### src/rtl/vga_timing_gen.sv
// 640x480@60 VGA raster generator: pixel/line counters, blank, active-low syncs, frame strobe and counter.
// Define VGA_SYNC_DELAY_EN to delay hs/vs by two pixel clocks to line up with the mapper RGB pipeline.
module vga_timing_gen #(
  parameter int H_VISIBLE = 640,
  parameter int H_FRONT   = 16,
  parameter int H_SYNC    = 96,
  parameter int H_BACK    = 48,
  parameter int V_VISIBLE = 480,
  parameter int V_FRONT   = 10,
  parameter int V_SYNC    = 2,
  parameter int V_BACK    = 33
) (
  input  logic        vga_clk,
  input  logic        reset_n,
  output logic [9:0]  DrawX,
  output logic [9:0]  DrawY,
  output logic        blank,
  output logic        hs,
  output logic        vs,
  output logic        frame_start,
  output logic [15:0] frame_count
);

  localparam int H_TOTAL = H_VISIBLE + H_FRONT + H_SYNC + H_BACK;
  localparam int V_TOTAL = V_VISIBLE + V_FRONT + V_SYNC + V_BACK;

  localparam logic [9:0] H_LAST     = 10'(H_TOTAL - 1);
  localparam logic [9:0] V_LAST     = 10'(V_TOTAL - 1);
  localparam logic [9:0] H_VIS      = 10'(H_VISIBLE);
  localparam logic [9:0] V_VIS      = 10'(V_VISIBLE);
  localparam logic [9:0] HS_FIRST   = 10'(H_VISIBLE + H_FRONT);
  localparam logic [9:0] HS_LAST    = 10'(H_VISIBLE + H_FRONT + H_SYNC - 1);
  localparam logic [9:0] VS_FIRST   = 10'(V_VISIBLE + V_FRONT);
  localparam logic [9:0] VS_LAST    = 10'(V_VISIBLE + V_FRONT + V_SYNC - 1);

  logic [9:0]  hc_q, hc_d;
  logic [9:0]  vc_q, vc_d;
  logic [15:0] fc_q, fc_d;
  logic        blank_q, hs_q, vs_q, fs_q;
  logic        h_wrap, v_wrap;

  always_comb begin
    h_wrap = (hc_q == H_LAST);
    v_wrap = (vc_q == V_LAST);
    hc_d   = h_wrap ? 10'd0 : hc_q + 10'd1;
    vc_d   = vc_q;
    if (h_wrap) begin
      vc_d = v_wrap ? 10'd0 : vc_q + 10'd1;
    end
    fc_d = (h_wrap && v_wrap) ? fc_q + 16'd1 : fc_q;
  end

  // Stage p0: counters plus flags decoded from the next counter values, so all stay aligned.
  always_ff @(posedge vga_clk or negedge reset_n) begin
    if (!reset_n) begin
      hc_q    <= 10'd0;
      vc_q    <= 10'd0;
      fc_q    <= 16'd0;
      blank_q <= 1'b0;
      hs_q    <= 1'b1;
      vs_q    <= 1'b1;
      fs_q    <= 1'b0;
    end else begin
      hc_q    <= hc_d;
      vc_q    <= vc_d;
      fc_q    <= fc_d;
      blank_q <= (hc_d < H_VIS) && (vc_d < V_VIS);
      hs_q    <= !((hc_d >= HS_FIRST) && (hc_d <= HS_LAST));
      vs_q    <= !((vc_d >= VS_FIRST) && (vc_d <= VS_LAST));
      fs_q    <= (hc_d == 10'd0) && (vc_d == 10'd0);
    end
  end

`ifdef VGA_SYNC_DELAY_EN
  logic hs_p1_q, hs_p2_q, vs_p1_q, vs_p2_q;

  // Stages p1/p2: sync delay matching the mapper ROM read and RGB register.
  always_ff @(posedge vga_clk or negedge reset_n) begin
    if (!reset_n) begin
      hs_p1_q <= 1'b1;
      hs_p2_q <= 1'b1;
      vs_p1_q <= 1'b1;
      vs_p2_q <= 1'b1;
    end else begin
      hs_p1_q <= hs_q;
      hs_p2_q <= hs_p1_q;
      vs_p1_q <= vs_q;
      vs_p2_q <= vs_p1_q;
    end
  end

  assign hs = hs_p2_q;
  assign vs = vs_p2_q;
`else
  assign hs = hs_q;
  assign vs = vs_q;
`endif

  assign DrawX       = hc_q;
  assign DrawY       = vc_q;
  assign blank       = blank_q;
  assign frame_start = fs_q;
  assign frame_count = fc_q;

endmodule

### config.mk
export PLATFORM = sky130hd
export DESIGN_NAME = vga_timing_gen
export DESIGN_NICKNAME = d
export VERILOG_FILES = /design/src/rtl/vga_timing_gen.sv
export SDC_FILE = /design/constraint.sdc
export NUM_CORES = 1
export LEC_CHECK = 0
export CAP_MARGIN = 20
export CORE_MARGIN = 2
export CORE_UTILIZATION = 38
export DETAILED_ROUTE_END_ITERATION = 6
export GPL_ROUTABILITY_DRIVEN = 0
export SETUP_SLACK_MARGIN = 0.1
export SYNTH_ARGS = -nofsm -noshare
export SYNTH_HDL_FRONTEND = slang
export SYNTH_SLANG_ARGS = --single-unit
### constraint.sdc
create_clock -name vga_clk -period 2.5 [get_ports vga_clk]
set_input_delay 0.625 -clock vga_clk [delete_from_list [all_inputs] [get_ports vga_clk]]
set_output_delay 0.625 -clock vga_clk [all_outputs]
set_load 0.02 [all_outputs]
# Word-level counts from Yosys, hierarchy flattened
# Cells that the tools add are included.
# classes
n_bitwise,0
n_eq_ne,2
n_mux,3
n_reduce_logical,9
n_mul,0
addsub,3
shift,0
n_div,0
n_lt_le_gt_ge,6
# op_table
operator,n
$mux 10,3
$add 10x1->10 const B,2
$eq 10x10->1 const B,2
$logic_not 10->1,2
$add 16x1->16 const B,1
$ge 10x10->1 const B,1
$ge 10x9->1 const B,1
$le 10x10->1 const B,1
$le 10x9->1 const B,1
$lt 10x10->1 const B,1
$lt 10x9->1 const B,1
$logic_and 1x1->1,5
$logic_not 1->1,2
# totals
mem_bits_rw,0
memories,0
latch_bits,0
mem_bits_ro,0
out_inout_bits,40
inputBits,2
wordCells,30
ff_bits,40

# Depth between registers and ports, before layout
# logic_depth
depth_word,6
depth_mapped,10
mapped_depth_nobuf,8

# Worst setup path before layout
# Ideal clock, no wire load.
# synth_path
path_type,reg-to-reg
startpoint,reg vc_q[0] (netlist: DrawY[0])
endpoint,reg fs_q (netlist: frame_start)
slack_ps,261
arrival_time_ps,2144
setup_time_ps,96
stages_incl_launch_ff,11
period_less_slack_ps,2239
path_buffers,2
required_ps,2404
cell_sequence,dfrtp_1 clkbuf_1 inv_1 ha_1 nand4_1 nor4_4 and2_1 buf_6 a21oi_2 o21bai_4 nor4_2
# synth_between
elab_chain_len,5
word_cells_on_any_way,6
classes_between,add/sub (1); eq/ne (1); mux (2); reduce/logical (2)
# synth_rtl
element,line_no,text
"start, declared",37,"logic [9:0] vc_q, vc_d;"
"start signal, assigned",65,vc_q <= vc_d;
$add 10x1->10 / $eq 10x10->1 (equally long branches),"48, 44",
$mux 10 (*),48,vc_d = v_wrap ? 10'd0 : vc_q + 10'd1;
$mux 10 (*),47,if (h_wrap) begin
via vc_d[9],37,
$logic_not 10->1 (*),70,fs_q <= (hc_d == 10'd0) && (vc_d == 10'd0);
$logic_and 1x1->1 (*),70,
"end signal, assigned",70,
"end, declared",39,"logic blank_q, hs_q, vs_q, fs_q;"
# The timed path passes the listed nets; every way through them passes the cells marked *.
# A chain may end at the register's enable or synchronous reset.

# Final worst setup path
# layout_path
startpoint,reg vc_q[4] (netlist: DrawY[4])
endpoint,out DrawY[4]
# layout_rtl
element,line_no,text
"end, declared",16,"output logic [9:0] DrawY,"
# No word-level cell between the ends.

==> results by group <==
Synth
  – Post-Syn Area per Cell: 10.3 um2
  – Number of synthesized flops with an enable pin: 0
  – Synth warnings: 0
  – Async SR Flop Fraction: 1.00
  – Register bit count reported by yosys: 40
  – Post-Syn Area: 2170 um2
  – Prevailing post-synth register cell: dfrtp_1
  – Number of distinct library cells after synthesis: 42
  – Register area share after synthesis: 0.463
  – Syn Inst Count: between 200 and 250
  – Post-synthesis net count: roughly 220

Clock tree
  – CTS Sinks: 40
  – Number of CTS-inserted buffers: 5
  – CTS tree: built
  – CTS clk-pin slew, worst paths: 0.08 ns
  – Root Buffer: clkbuf_8
  – Clock Tree Buf Depth: 2
  – H-tree Lvls: 2
  – Clk_lat worst skew: between 0.2 and 0.3 ns

Floorplan
  – Die Y: around 80 um
  – Die ar.: approximately 6300 um2
  – IO Count: 42
  – Std cell rows: 27
  – Core ar.: between 5000 and 6000 um2
  – Initial Util: 0.393
  – Die W: 79.5 um

Timing
  – Maximum clock frequency: around 440 MHz
  – Unrepaired setup endpoints after global routing: no
  – Final Slew Violations: 0
  – Final Skew: slightly below 0.006 ns
  – Period utilization: 0.911
  – Crit path time final: between 2 and 2.5 ns
  – Final setup fails: 0
  – Final Hold Viols: 0
  – Rel. slew slack: 0.670
  – Final setup margin: roughly 0.22 ns
  – Setup TNS: 0 ns
  – Measured slew at the worst slew-check pin: a little under 0.5 ns

Setup path
  – CP max FO: 9
  – Crit path max-delay cell type: clkdlybuf4s50_1
  – CP max stage delay: a little over 0.7 ns
  – Crit Path Category: reg2out
  – Worst Setup End Kind: output port
  – CP Launch Type: flop
  – WP buf/inv: 1
  – CP required: between 1.5 and 2 ns
  – Crit. path cell count: 1
  – Critical Path AT: about 1.7 ns
  – Crit path max-delay family: buffers and inverters
  – Worst-path cell chain: clkdlybuf4s50_1
  – R2R cell count: 7

Power and ir drop
  – Pwr dens: roughly 480 nW/um2
  – Leakage Power: ~1.2 nW
  – NetSw: roughly 0.24 mW
  – Switching part of the total: 0.171
  – Clk network pwr share: 0.523
  – Final Power: roughly 1.4 mW
  – Flop pwr share: 0.467
  – Max VDD drop: around 0.30 mV
  – Combinational power share: 0.010
  – Internal: about 1.1 mW

GRT
  – First-pass GRT wire length: roughly 7500 um
  – Initial antenna violation count: 0
  – Vias in the first global route: between 1500 and 2000
  – Gr usage total: 0.156
  – Total grt overflow: 0
  – Pin count of the biggest net entering global routing: 22

Final layout
  – Area added between synthesis and finish: 32.4%
  – Share of layout cells above drive strength 1: 0.166
  – Number of diodes: 0
  – Nets: roughly 270
  – Commonest non-fill, non-tap cell in the layout: clkdlybuf4s50_1
  – FILL cells: around 490
  – Commonest cells after routing, fill and taps aside: 40 x clkdlybuf4s50_1, 37 x dfrtp_1, 23 x nand3_1, 18 x xnor2_1, 16 x buf_4

Hold path
  – Tightest Hold Check Type: in2async

Detailed routing
  – DRT antenna net count: 0
  – DRC: 0
  – Vias per cell: between 5 and 6
  – Final Routed Wirelength: ~4700 um
  – 1st-iter DRT viols: 59
  – 1st-pass router iterations: 4
  – WL/cell: between 10 and 15 um
  – Via count: 1719

Placed design
  – Worst slack, placed: a little under 0.2 ns
  – Detailed placement HPWL: 3420 um
  – Port Buffers: 41

Run status
  – Outcome: finished clean

Flow run
  – Max cap viols: 0
[Yosys cell counts (3+ instances only)]
library cell	count	area share
xnor2_1	18	0.073
o31ai_1	4	0.014
buf_2	4	0.0092
nand3_1	23	0.053
a31oi_1	5	0.014
buf_6	3	0.016
o21ai_0	6	0.014
nor2_1	15	0.026
nor3_1	5	0.012
and3_1	5	0.014
dfrtp_1	38	0.44
ha_1	5	0.029
nand2_1	15	0.026
a21oi_1	3	0.0069
nand4_1	4	0.012
xor2_1	12	0.049
a211oi_1	3	0.010
inv_1	9	0.016
[sequential cells by signal (all words and copies together), names as in the netlist]
register	cells
hs	1
blank	1
DrawX	10
DrawY	10
frame_count	16
frame_start	1
vs	1
[kinds of logic (layout without fill, tap and decap cells)]
group	count (synthesis)	after routing	share of synthesized area
xor gates and xnor gates	30	30	0.121
DFF	40	40	0.463
AOI/OAI and AO/OA	27	27	0.0872
adders and majority gates	5	5	0.0289
buffers and inverters	20	74	0.0508
and+or+nand+nor	88	88	0.243
muxes	1	1	0.00520
[cell type report]
cell class	count	area, um2	area share
well taps	72	90.1	0.0314
clock inverters	3	90.1	0.0314
repair buffers	57	526	0.183
clock buffers	5	68.8	0.0240
inverters	9	33.8	0.0118
flip-flops and latches	40	1000	0.350
multi-input cells	151	1050	0.368
[what timing repair did]
action	4_1_cts	5_1_grt
hold buffers	0	0
setup buffers	0	4
endpoints found under the hold margin	0	0
gates resized for setup	0	2
setup endpoints to repair	0	6
[worst paths after layout]
| check | start | to | slack [ns] |
|---|---|---|---|
| max | DrawY[4] | DrawY[4] | 0.22 |
| min | reset_n | frame_count[12] | 0.27 |
| min reg2reg | frame_count[15] | frame_count[15] | 0.48 |
| max in group asynchronous | reset_n | vs | 1.52 |
| min in group vga_clk | frame_count[15] | frame_count[15] | 0.48 |
| max reg2reg | DrawX[1] | vs | 0.27 |
[per-stage QoR]
step / utilization / area (um2) / cells / hold WS [ns]
after floorplan: - / 2170 / 211 / 0.329
after global placement: 0.486 / 2680 / 325 / 0.462
after detailed placement: 0.486 / 2680 / 325 / 0.467
after CTS: 0.515 / 2830 / 333 / 0.280
after global routing: 0.521 / 2870 / 337 / 0.300
final: 0.521 / 2870 / 337 / 0.270
[power groups by stage]
stage / clock [mW] / combinational [mW] / sequential [mW]
2_1_floorplan: 0 / 0.000000447 / 0.659
3_3_place_gp: 0 / 0.0152 / 0.659
3_5_place_dp: 0 / 0.0153 / 0.659
4_1_cts: 0.747 / 0.0153 / 0.646
5_1_grt: 0.774 / 0.0176 / 0.647
6_report: 0.724 / 0.0142 / 0.647
[per-layer routing]
metal	track usage	wire length (um)	vias to the layer above
li1	-	-	847
met4	0.0759	126	0
met5	0	0	-
met3	0.0407	218	11
met1	0.196	2170	810
met2	0.249	2190	51
Power figures use the tool's default switching activity.
